### src/rtl/pic_pkg.sv
// Shared types, command encodings and index helpers for the 8259 INTA/ISR sequencing path.
package pic_pkg;

   localparam int NUM_IR = 8;
   localparam int VEC_W  = 8;

   typedef enum logic [1:0] {
      ST_IDLE,
      ST_ACK1,
      ST_GAP,
      ST_ACK2
   } ack_state_e;

   // OCW2 command field {R, SL, EOI}
   localparam logic [2:0] OCW2_NS_EOI       = 3'b001;
   localparam logic [2:0] OCW2_S_EOI        = 3'b011;
   localparam logic [2:0] OCW2_ROT_NS       = 3'b101;
   localparam logic [2:0] OCW2_ROT_S        = 3'b111;
   localparam logic [2:0] OCW2_SET_PRI      = 3'b110;
   localparam logic [2:0] OCW2_ROT_AEOI_SET = 3'b100;
   localparam logic [2:0] OCW2_ROT_AEOI_CLR = 3'b000;

   function automatic logic [2:0] onehot_to_idx(input logic [NUM_IR-1:0] v);
      onehot_to_idx = 3'd0;
      for (int i = 0; i < NUM_IR; i++) begin
         if (v[i]) onehot_to_idx = 3'(i);
      end
   endfunction

   function automatic logic [NUM_IR-1:0] idx_to_onehot(input logic [2:0] idx);
      idx_to_onehot = NUM_IR'(1) << idx;
   endfunction

endpackage

### src/rtl/inta_sequencer_if.sv
// Bus between the 8259 core and the INTA sequencer; slave is the sequencer side.
interface inta_sequencer_if;
   import pic_pkg::*;

   logic                 inta_n_i;
   logic [NUM_IR-1:0]    interrupt_i;
   logic [NUM_IR-1:0]    highest_level_in_service_i;
   logic [4:0]           vector_base_i;
   logic                 auto_eoi_i;
   logic                 ocw2_wr_i;
   logic [7:0]           ocw2_i;

   logic                 latch_in_service;
   logic [NUM_IR-1:0]    interrupt_o;
   logic [NUM_IR-1:0]    end_of_interrupt;
   logic [2:0]           priority_rotate;
   logic                 freeze;
   logic [VEC_W-1:0]     vector_o;
   logic                 vector_oe;
   logic                 ack_busy;

   modport master (
      output inta_n_i, interrupt_i, highest_level_in_service_i, vector_base_i,
             auto_eoi_i, ocw2_wr_i, ocw2_i,
      input  latch_in_service, interrupt_o, end_of_interrupt, priority_rotate,
             freeze, vector_o, vector_oe, ack_busy
   );

   modport slave (
      input  inta_n_i, interrupt_i, highest_level_in_service_i, vector_base_i,
             auto_eoi_i, ocw2_wr_i, ocw2_i,
      output latch_in_service, interrupt_o, end_of_interrupt, priority_rotate,
             freeze, vector_o, vector_oe, ack_busy
   );

endinterface

### src/rtl/inta_sequencer_ocw2_decoder.sv
// Combinational OCW2 decode into an EOI clear mask, a rotate update and AEOI-rotate set/clear.
module ocw2_decoder
   import pic_pkg::*;
(
   input  logic [7:0]        i_ocw2,
   input  logic [NUM_IR-1:0] i_highest,
   output logic [NUM_IR-1:0] o_eoi_mask,
   output logic              o_rotate_valid,
   output logic [2:0]        o_rotate_val,
   output logic              o_aeoi_rot_set,
   output logic              o_aeoi_rot_clr
);

   logic [2:0] w_cmd;
   logic [2:0] w_level;
   logic       w_is_ocw2;

   assign w_cmd     = i_ocw2[7:5];
   assign w_level   = i_ocw2[2:0];
   // A byte with D4 or D3 set is an ICW1/OCW3, never an OCW2.
   assign w_is_ocw2 = (i_ocw2[4:3] == 2'b00);

   // NOTE: every output gets a default before the case so no path leaves one unassigned (no latch).
   always_comb begin
      o_eoi_mask     = '0;
      o_rotate_valid = 1'b0;
      o_rotate_val   = 3'd0;
      o_aeoi_rot_set = 1'b0;
      o_aeoi_rot_clr = 1'b0;
      if (w_is_ocw2) begin
         unique case (w_cmd)
            OCW2_NS_EOI: o_eoi_mask = i_highest;
            OCW2_S_EOI:  o_eoi_mask = idx_to_onehot(w_level);
            OCW2_ROT_NS: begin
               o_eoi_mask     = i_highest;
               o_rotate_valid = |i_highest;
               o_rotate_val   = onehot_to_idx(i_highest);
            end
            OCW2_ROT_S: begin
               o_eoi_mask     = idx_to_onehot(w_level);
               o_rotate_valid = 1'b1;
               o_rotate_val   = w_level;
            end
            OCW2_SET_PRI: begin
               o_rotate_valid = 1'b1;
               o_rotate_val   = w_level;
            end
            OCW2_ROT_AEOI_SET: o_aeoi_rot_set = 1'b1;
            OCW2_ROT_AEOI_CLR: o_aeoi_rot_clr = 1'b1;
            default: ;
         endcase
      end
   end

endmodule

### src/rtl/inta_sequencer.sv
// 8086-mode two-pulse INTA sequencer: latches the ISR on pulse one, drives the vector on pulse two,
// and merges automatic and OCW2-commanded EOI / rotation into the in-service datapath controls.
module inta_sequencer
   import pic_pkg::*;
(
   input  logic             clk,
   input  logic             rst_n,
   inta_sequencer_if.slave  bus
);

   ack_state_e        r_state;
   ack_state_e        w_state_nxt;
   logic              r_inta_n_q;
   logic              w_fall;
   logic              w_rise;
   logic              w_start;
   logic              w_vec_start;
   logic              w_done;

   logic [NUM_IR-1:0] r_acked;
   logic              r_spurious;
   logic              r_auto_rotate;
   logic              r_latch;
   logic [NUM_IR-1:0] r_interrupt;
   logic [NUM_IR-1:0] r_eoi;
   logic [2:0]        r_rotate;
   logic              r_freeze;
   logic [VEC_W-1:0]  r_vector;
   logic              r_vector_oe;

   logic [NUM_IR-1:0] w_dec_eoi;
   logic              w_dec_rot_valid;
   logic [2:0]        w_dec_rot_val;
   logic              w_dec_aeoi_set;
   logic              w_dec_aeoi_clr;
   logic [NUM_IR-1:0] w_ocw_eoi;
   logic              w_ocw_rot_valid;
   logic              w_aeoi_fire;
   logic [NUM_IR-1:0] w_aeoi_eoi;
   logic              w_aeoi_rot_valid;
   logic              w_spur_cap;

   assign w_fall     =  r_inta_n_q & ~bus.inta_n_i;
   assign w_rise     = ~r_inta_n_q &  bus.inta_n_i;
   assign w_spur_cap = ~|bus.interrupt_i;

   // NOTE: sequential state uses non-blocking assignments so every register samples pre-edge values.
   always_ff @(posedge clk or negedge rst_n) begin
      if (!rst_n) r_state <= ST_IDLE;
      else        r_state <= w_state_nxt;
   end

   // Falls arriving while a rise is expected, and rises in IDLE, fall through unhandled.
   always_comb begin
      w_state_nxt = r_state;
      w_start     = 1'b0;
      w_vec_start = 1'b0;
      w_done      = 1'b0;
      unique case (r_state)
         ST_IDLE: if (w_fall) begin
            w_state_nxt = ST_ACK1;
            w_start     = 1'b1;
         end
         ST_ACK1: if (w_rise) w_state_nxt = ST_GAP;
         ST_GAP: if (w_fall) begin
            w_state_nxt = ST_ACK2;
            w_vec_start = 1'b1;
         end
         ST_ACK2: if (w_rise) begin
            w_state_nxt = ST_IDLE;
            w_done      = 1'b1;
         end
         default: w_state_nxt = ST_IDLE;
      endcase
   end

   ocw2_decoder u_ocw2_decoder (
      .i_ocw2         (bus.ocw2_i),
      .i_highest      (bus.highest_level_in_service_i),
      .o_eoi_mask     (w_dec_eoi),
      .o_rotate_valid (w_dec_rot_valid),
      .o_rotate_val   (w_dec_rot_val),
      .o_aeoi_rot_set (w_dec_aeoi_set),
      .o_aeoi_rot_clr (w_dec_aeoi_clr)
   );

   assign w_ocw_eoi        = bus.ocw2_wr_i ? w_dec_eoi : '0;
   assign w_ocw_rot_valid  = bus.ocw2_wr_i & w_dec_rot_valid;
   assign w_aeoi_fire      = w_done & bus.auto_eoi_i & ~r_spurious;
   assign w_aeoi_eoi       = w_aeoi_fire ? r_acked : '0;
   assign w_aeoi_rot_valid = w_aeoi_fire & r_auto_rotate;

   always_ff @(posedge clk or negedge rst_n) begin
      if (!rst_n) begin
         r_inta_n_q    <= 1'b1;
         r_acked       <= '0;
         r_spurious    <= 1'b0;
         r_auto_rotate <= 1'b0;
         r_latch       <= 1'b0;
         r_interrupt   <= '0;
         r_eoi         <= '0;
         r_rotate      <= 3'd7;
         r_freeze      <= 1'b0;
         r_vector      <= '0;
         r_vector_oe   <= 1'b0;
      end else begin
         r_inta_n_q <= bus.inta_n_i;
         r_latch    <= w_start & ~w_spur_cap;
         r_eoi      <= w_ocw_eoi | w_aeoi_eoi;

         if (w_start) begin
            r_acked     <= w_spur_cap ? NUM_IR'(8'h80) : bus.interrupt_i;
            r_spurious  <= w_spur_cap;
            r_interrupt <= bus.interrupt_i;
            r_freeze    <= 1'b1;
         end
         if (w_vec_start) begin
            r_vector    <= {bus.vector_base_i, onehot_to_idx(r_acked)};
            r_vector_oe <= 1'b1;
         end
         if (w_done) begin
            r_vector_oe <= 1'b0;
            r_freeze    <= 1'b0;
            r_interrupt <= '0;
         end

         // An explicit OCW2 rotation overrides the automatic one from the same cycle.
         if (w_ocw_rot_valid)       r_rotate <= w_dec_rot_val;
         else if (w_aeoi_rot_valid) r_rotate <= onehot_to_idx(r_acked);

         if (bus.ocw2_wr_i && w_dec_aeoi_set)      r_auto_rotate <= 1'b1;
         else if (bus.ocw2_wr_i && w_dec_aeoi_clr) r_auto_rotate <= 1'b0;
      end
   end

   assign bus.latch_in_service = r_latch;
   assign bus.interrupt_o      = r_interrupt;
   assign bus.end_of_interrupt = r_eoi;
   assign bus.priority_rotate  = r_rotate;
   assign bus.freeze           = r_freeze;
   assign bus.vector_o         = r_vector;
   assign bus.vector_oe        = r_vector_oe;
   assign bus.ack_busy         = (r_state != ST_IDLE);

endmodule
### src/flat_wrapper.sv
// flat-port wrapper written by rule: the top's interface ports become plain ports
module inta_sequencer_flat import pic_pkg::*;
  (clk, rst_n, bus_inta_n_i, bus_interrupt_i, bus_highest_level_in_service_i, bus_vector_base_i, bus_auto_eoi_i, bus_ocw2_wr_i, bus_ocw2_i, bus_latch_in_service, bus_interrupt_o, bus_end_of_interrupt, bus_priority_rotate, bus_freeze, bus_vector_o, bus_vector_oe, bus_ack_busy);
  inta_sequencer_if bus_i ();
  input  logic clk;
  input  logic rst_n;
  input wire logic [$bits(bus_i.inta_n_i)-1:0] bus_inta_n_i;
  input wire logic [$bits(bus_i.interrupt_i)-1:0] bus_interrupt_i;
  input wire logic [$bits(bus_i.highest_level_in_service_i)-1:0] bus_highest_level_in_service_i;
  input wire logic [$bits(bus_i.vector_base_i)-1:0] bus_vector_base_i;
  input wire logic [$bits(bus_i.auto_eoi_i)-1:0] bus_auto_eoi_i;
  input wire logic [$bits(bus_i.ocw2_wr_i)-1:0] bus_ocw2_wr_i;
  input wire logic [$bits(bus_i.ocw2_i)-1:0] bus_ocw2_i;
  output wire logic [$bits(bus_i.latch_in_service)-1:0] bus_latch_in_service;
  output wire logic [$bits(bus_i.interrupt_o)-1:0] bus_interrupt_o;
  output wire logic [$bits(bus_i.end_of_interrupt)-1:0] bus_end_of_interrupt;
  output wire logic [$bits(bus_i.priority_rotate)-1:0] bus_priority_rotate;
  output wire logic [$bits(bus_i.freeze)-1:0] bus_freeze;
  output wire logic [$bits(bus_i.vector_o)-1:0] bus_vector_o;
  output wire logic [$bits(bus_i.vector_oe)-1:0] bus_vector_oe;
  output wire logic [$bits(bus_i.ack_busy)-1:0] bus_ack_busy;
  assign bus_i.inta_n_i = bus_inta_n_i;
  assign bus_i.interrupt_i = bus_interrupt_i;
  assign bus_i.highest_level_in_service_i = bus_highest_level_in_service_i;
  assign bus_i.vector_base_i = bus_vector_base_i;
  assign bus_i.auto_eoi_i = bus_auto_eoi_i;
  assign bus_i.ocw2_wr_i = bus_ocw2_wr_i;
  assign bus_i.ocw2_i = bus_ocw2_i;
  assign bus_latch_in_service = bus_i.latch_in_service;
  assign bus_interrupt_o = bus_i.interrupt_o;
  assign bus_end_of_interrupt = bus_i.end_of_interrupt;
  assign bus_priority_rotate = bus_i.priority_rotate;
  assign bus_freeze = bus_i.freeze;
  assign bus_vector_o = bus_i.vector_o;
  assign bus_vector_oe = bus_i.vector_oe;
  assign bus_ack_busy = bus_i.ack_busy;
  inta_sequencer u_core (.clk(clk), .rst_n(rst_n), .bus(bus_i));
endmodule
### config.mk
export PLATFORM = sky130hd
export DESIGN_NAME = inta_sequencer_flat
export DESIGN_NICKNAME = d
export VERILOG_FILES = /design/src/rtl/pic_pkg.sv /design/src/rtl/inta_sequencer_if.sv /design/src/rtl/inta_sequencer_ocw2_decoder.sv /design/src/rtl/inta_sequencer.sv /design/src/flat_wrapper.sv
export SDC_FILE = /design/constraint.sdc
export NUM_CORES = 1
export LEC_CHECK = 0
export BUFFER_PORTS_ARGS = -buffer_cell sky130_fd_sc_hd__buf_2
export CAP_MARGIN = 20
export CORE_ASPECT_RATIO = 0.9
export CORE_MARGIN = 4
export CORE_UTILIZATION = 55
export DETAILED_ROUTE_END_ITERATION = 10
export PLACE_DENSITY = 0.85
export SLEW_MARGIN = 10
export SYNTH_ARGS = -nofsm -noshare
export SYNTH_HDL_FRONTEND = slang
export SYNTH_HIERARCHICAL = 1
export SYNTH_SLANG_ARGS = --single-unit
### constraint.sdc
create_clock -name clk -period 3.1 [get_ports clk]
set_clock_uncertainty 0.2 [all_clocks]
set_input_delay 0.155 -clock clk [delete_from_list [all_inputs] [get_ports clk]]
set_output_delay 0.155 -clock clk [all_outputs]
set_load 0.01 [all_outputs]
==> results.sh <==
export IMPL_ant_nets=0
export IMPL_worstPathMaxFanout=11
export IMPL_synth_cell_types=43
export IMPL_rr_startpoint="u_core/r_inta_n_q"
export IMPL_overflow=0
export IMPL_fp_dieH_um=67.0
export IMPL_worst_pin_slew_ns=0.896
export IMPL_path_clk_slew_ns=0.08
export IMPL_cts_sinks=43
export IMPL_status="complete, no violations"
export IMPL_grt_pass1_vias=1867
export IMPL_crit_chain="nor2b_1, nand2_1, mux2_1"
export IMPL_drcViolationCount=0
export IMPL_synthTopCellsByArea="dfrtp_1 46%, nand2_1 8.8%, dfstp_2 4.9%"
export IMPL_ff2ff_path_depth=3
export IMPL_area_growth_pct=27.1
export IMPL_fin_util_pct=72.5
export IMPL_core_mm2=0.00373
export IMPL_gp_congestion=0.886
export IMPL_synthesis_area_mm2=0.00213
export IMPL_insertion_delay_ns=0.30
export IMPL_startpoint_type="flop"
export IMPL_stdcell_area_mm2=0.00271
export IMPL_grt_pass1_wl_um=8320
export IMPL_max_stage_delay_ns=0.58
export IMPL_path_delay_family="flip-flops"
export IMPL_first_pass_iters=4
export IMPL_use_met3_pct=5.13
export IMPL_reg2reg_to="u_core/bus.vector_o[6]"
export IMPL_hold_path_depth=4
export IMPL_synthesis_nets=264
export IMPL_clk_path_buf_depth=2
export IMPL_vias=2018
export IMPL_wire_per_inst_um=15.0
export IMPL_final_hold_violation_count=0
export IMPL_avgSynthCellArea_um2=9.42
export IMPL_finalMaxSlewViolations=0
export IMPL_yosys_area_top_type_share_pct=45.8
export IMPL_r2r_slack_ns=1.26
export IMPL_worst_setup_path_type="reg -> reg"
export IMPL_min_to="u_core/r_auto_rotate"
export IMPL_path_depth=3
export IMPL_ios=65
export IMPL_ctsResizeCount=0
export IMPL_leakage_nw=1.35
export IMPL_use_met2_pct=35.7
export IMPL_finalSetupViolations=0
export IMPL_path_buf_inv=0
export IMPL_relSlewSlack_pct=40.3
export IMPL_h_tree_depth=2
export IMPL_synth_top_area_cell="dfrtp_1"
export IMPL_drt_initial_drc_count=123
export IMPL_detailed_place_hpwl_um=3720
export IMPL_rsz0062_at_grt="no"
export IMPL_port_buffers=64
export IMPL_cts_inserted_buffers=5
export IMPL_drive_above_1_share_pct=26.2
export IMPL_ys_warn_count=6
export IMPL_ys_seq_area_share_pct=50.8
export IMPL_top_usage_layer="met2"
export IMPL_peakVddDrop_mv=0.452
export IMPL_cp_arrival_ns=1.83
export IMPL_n_antenna_cell=0
export IMPL_num_rows=21
export IMPL_grtUsageMet1_pct=28.7
export IMPL_grt_util_all_layers_pct=22.5
export IMPL_initial_utilization_pct=57.1
export IMPL_antenna_found_initial=0
export IMPL_cts_tree="yes"
export IMPL_crit_slowest_cell="dfstp_2"
export IMPL_finalSetupTns_ns=0
export IMPL_place_area_mm2=0.00247
export IMPL_cp_required_ns=3.09
export IMPL_drv_cap=0
export IMPL_die_width_um=73.6
export IMPL_min_from="bus_ocw2_i[7]"
export IMPL_cellPowerDensity_mw_per_mm2=735
export IMPL_grt_max_degree=44
export IMPL_die_area_mm2=0.00493
export IMPL_min_period_ns=1.84
export IMPL_vias_per_cell=5.75
export IMPL_min_period_over_period_pct=59.5
export IMPL_fmax_ghz=0.542
export IMPL_netlist_instances=226
export IMPL_hold_class="in -> reg"
export IMPL_ys_seq_elements=43
export IMPL_postRouteWirelength_um=5250
export IMPL_clock_root_buffer="clkbuf_8"
export IMPL_layout_nets=342
export IMPL_critPathCaptureType="flop"
[power by group]
part	total, mW	switching (mW)	internal (mW)	leakage, nW
Sequential	0.914	0.142	0.772	0.535
Combinational	0.733	0.415	0.318	0.769
Clock	0.342	0.185	0.157	0.0412
Total	1.99	0.742	1.25	1.35
[worst max path at each step]
stage / endpoint / startpoint / slack [ns]
after floorplan: u_core/r_state[1] / u_core/r_state[0] / 1.38
after global routing: u_core/bus.vector_o[1] / u_core/r_inta_n_q / 1.10
final: u_core/bus.vector_o[6] / u_core/r_inta_n_q / 1.26
after CTS: u_core/bus.vector_o[6] / u_core/r_inta_n_q / 1.25
after global placement: u_core/bus.vector_o[3] / u_core/r_inta_n_q / 1.28
after detailed placement: u_core/bus.vector_o[6] / u_core/r_inta_n_q / 1.27
[through the flow]
| stage | instances | setup WS [ns] | hold WS, ns | total power, mW |
|---|---|---|---|---|
| floorplan | 226 | 1.38 | -0.341 | 1.35 |
| global placement | 328 | 1.28 | 0.121 | 1.60 |
| detailed placement | 328 | 1.27 | 0.119 | 1.64 |
| CTS | 351 | 1.25 | 0.00792 | 1.99 |
| global route | 351 | 1.10 | 0.0256 | 2.14 |
| finish | 351 | 1.26 | 0.0111 | 1.99 |
[cells in the mapped netlist, drive strengths merged]
| cell | count |
|---|---|
| a211oi | 1 |
| a21o | 2 |
| a21oi | 12 |
| a221o | 1 |
| a22o | 9 |
| a22oi | 7 |
| a32oi | 1 |
| and2 | 4 |
| and3 | 2 |
| and3b | 1 |
| buf | 5 |
| clkbuf | 3 |
| dfrtp | 39 |
| dfstp | 4 |
| ha | 4 |
| inv | 7 |
| mux2 | 6 |
| mux2i | 1 |
| nand2 | 50 |
| nand2b | 2 |
| nand3 | 3 |
| nand3b | 1 |
| nor2 | 23 |
| nor2b | 6 |
| nor3 | 2 |
| nor4 | 3 |
| o21a | 1 |
| o21ai | 10 |
| o221ai | 1 |
| o22ai | 1 |
| o2bb2ai | 1 |
| o31a | 1 |
| o31ai | 3 |
| or2 | 2 |
| or3 | 1 |
| or3b | 2 |
| or4 | 4 |
[worst reg2reg max path, cell delays in order, from the launching register on]
cell and delay [ns]:
dfstp_2 0.58, nor2b_1 0.20, nand2_1 0.32, mux2_1 0.42
[routing by layer]
metal,part of all wire [%],wire length (um),vias up
li1,-,-,945
met1,41,2130,971
met2,50,2600,91
met3,7.3,384,11
met4,2.5,130,0
met5,0,0,-
[cell type report]
type / instances / area (um2)
sequential: 43 / 1080
tap: 46 / 57.6
multi-input combinational: 168 / 986
clock inverter: 2 / 12.5
timing repair buffer: 79 / 470
inverter: 7 / 26.3
fill: 281 / 1020
clock buffer: 6 / 72.6
[state kept, by name, indices dropped and copies added (netlist names)]
register / count
u_core/bus.end_of_interrupt: 8
u_core/bus.freeze: 1
u_core/bus.interrupt_o: 8
u_core/bus.latch_in_service: 1
u_core/bus.priority_rotate: 3
u_core/bus.vector_o: 8
u_core/bus.vector_oe: 1
u_core/r_acked: 8
u_core/r_auto_rotate: 1
u_core/r_inta_n_q: 1
u_core/r_spurious: 1
u_core/r_state: 2
[placed cells by master, fill, tap and decap left out, types with 4 or more instances in the layout]
cell type,synthesis,final
o21ai_1,5,5
nor2_1,23,23
clkbuf_8,0,5
dlygate4sd3_1,0,15
ha_1,4,4
nand2_1,50,50
a21oi_1,12,12
a22oi_1,7,7
mux2_1,6,6
dfstp_2,4,4
a22o_1,9,9
dfrtp_1,39,39
inv_1,7,7
nor2b_1,6,6
o21ai_0,5,5
buf_2,5,64
[cells by family (layout without fill, tap and decap cells)]
group,Yosys count,after routing,synth area share [%]
buffers and inverters,15,94,2.94
AND/OR/NAND/NOR,106,106,24.0
adder cells (fa/ha/maj),4,4,2.35
multiplexers,7,7,3.64
flip-flops,43,43,50.8
AO/OA/AOI/OAI,51,51,16.3
[timing repair]
action | CTS | global route
hold endpoints to repair | 62 | 0
buffers inserted | 0 | 0
hold buffers | 15 | 0
setup endpoints to repair | 0 | 0
Note: power is estimated with default switching activity, not from simulation.
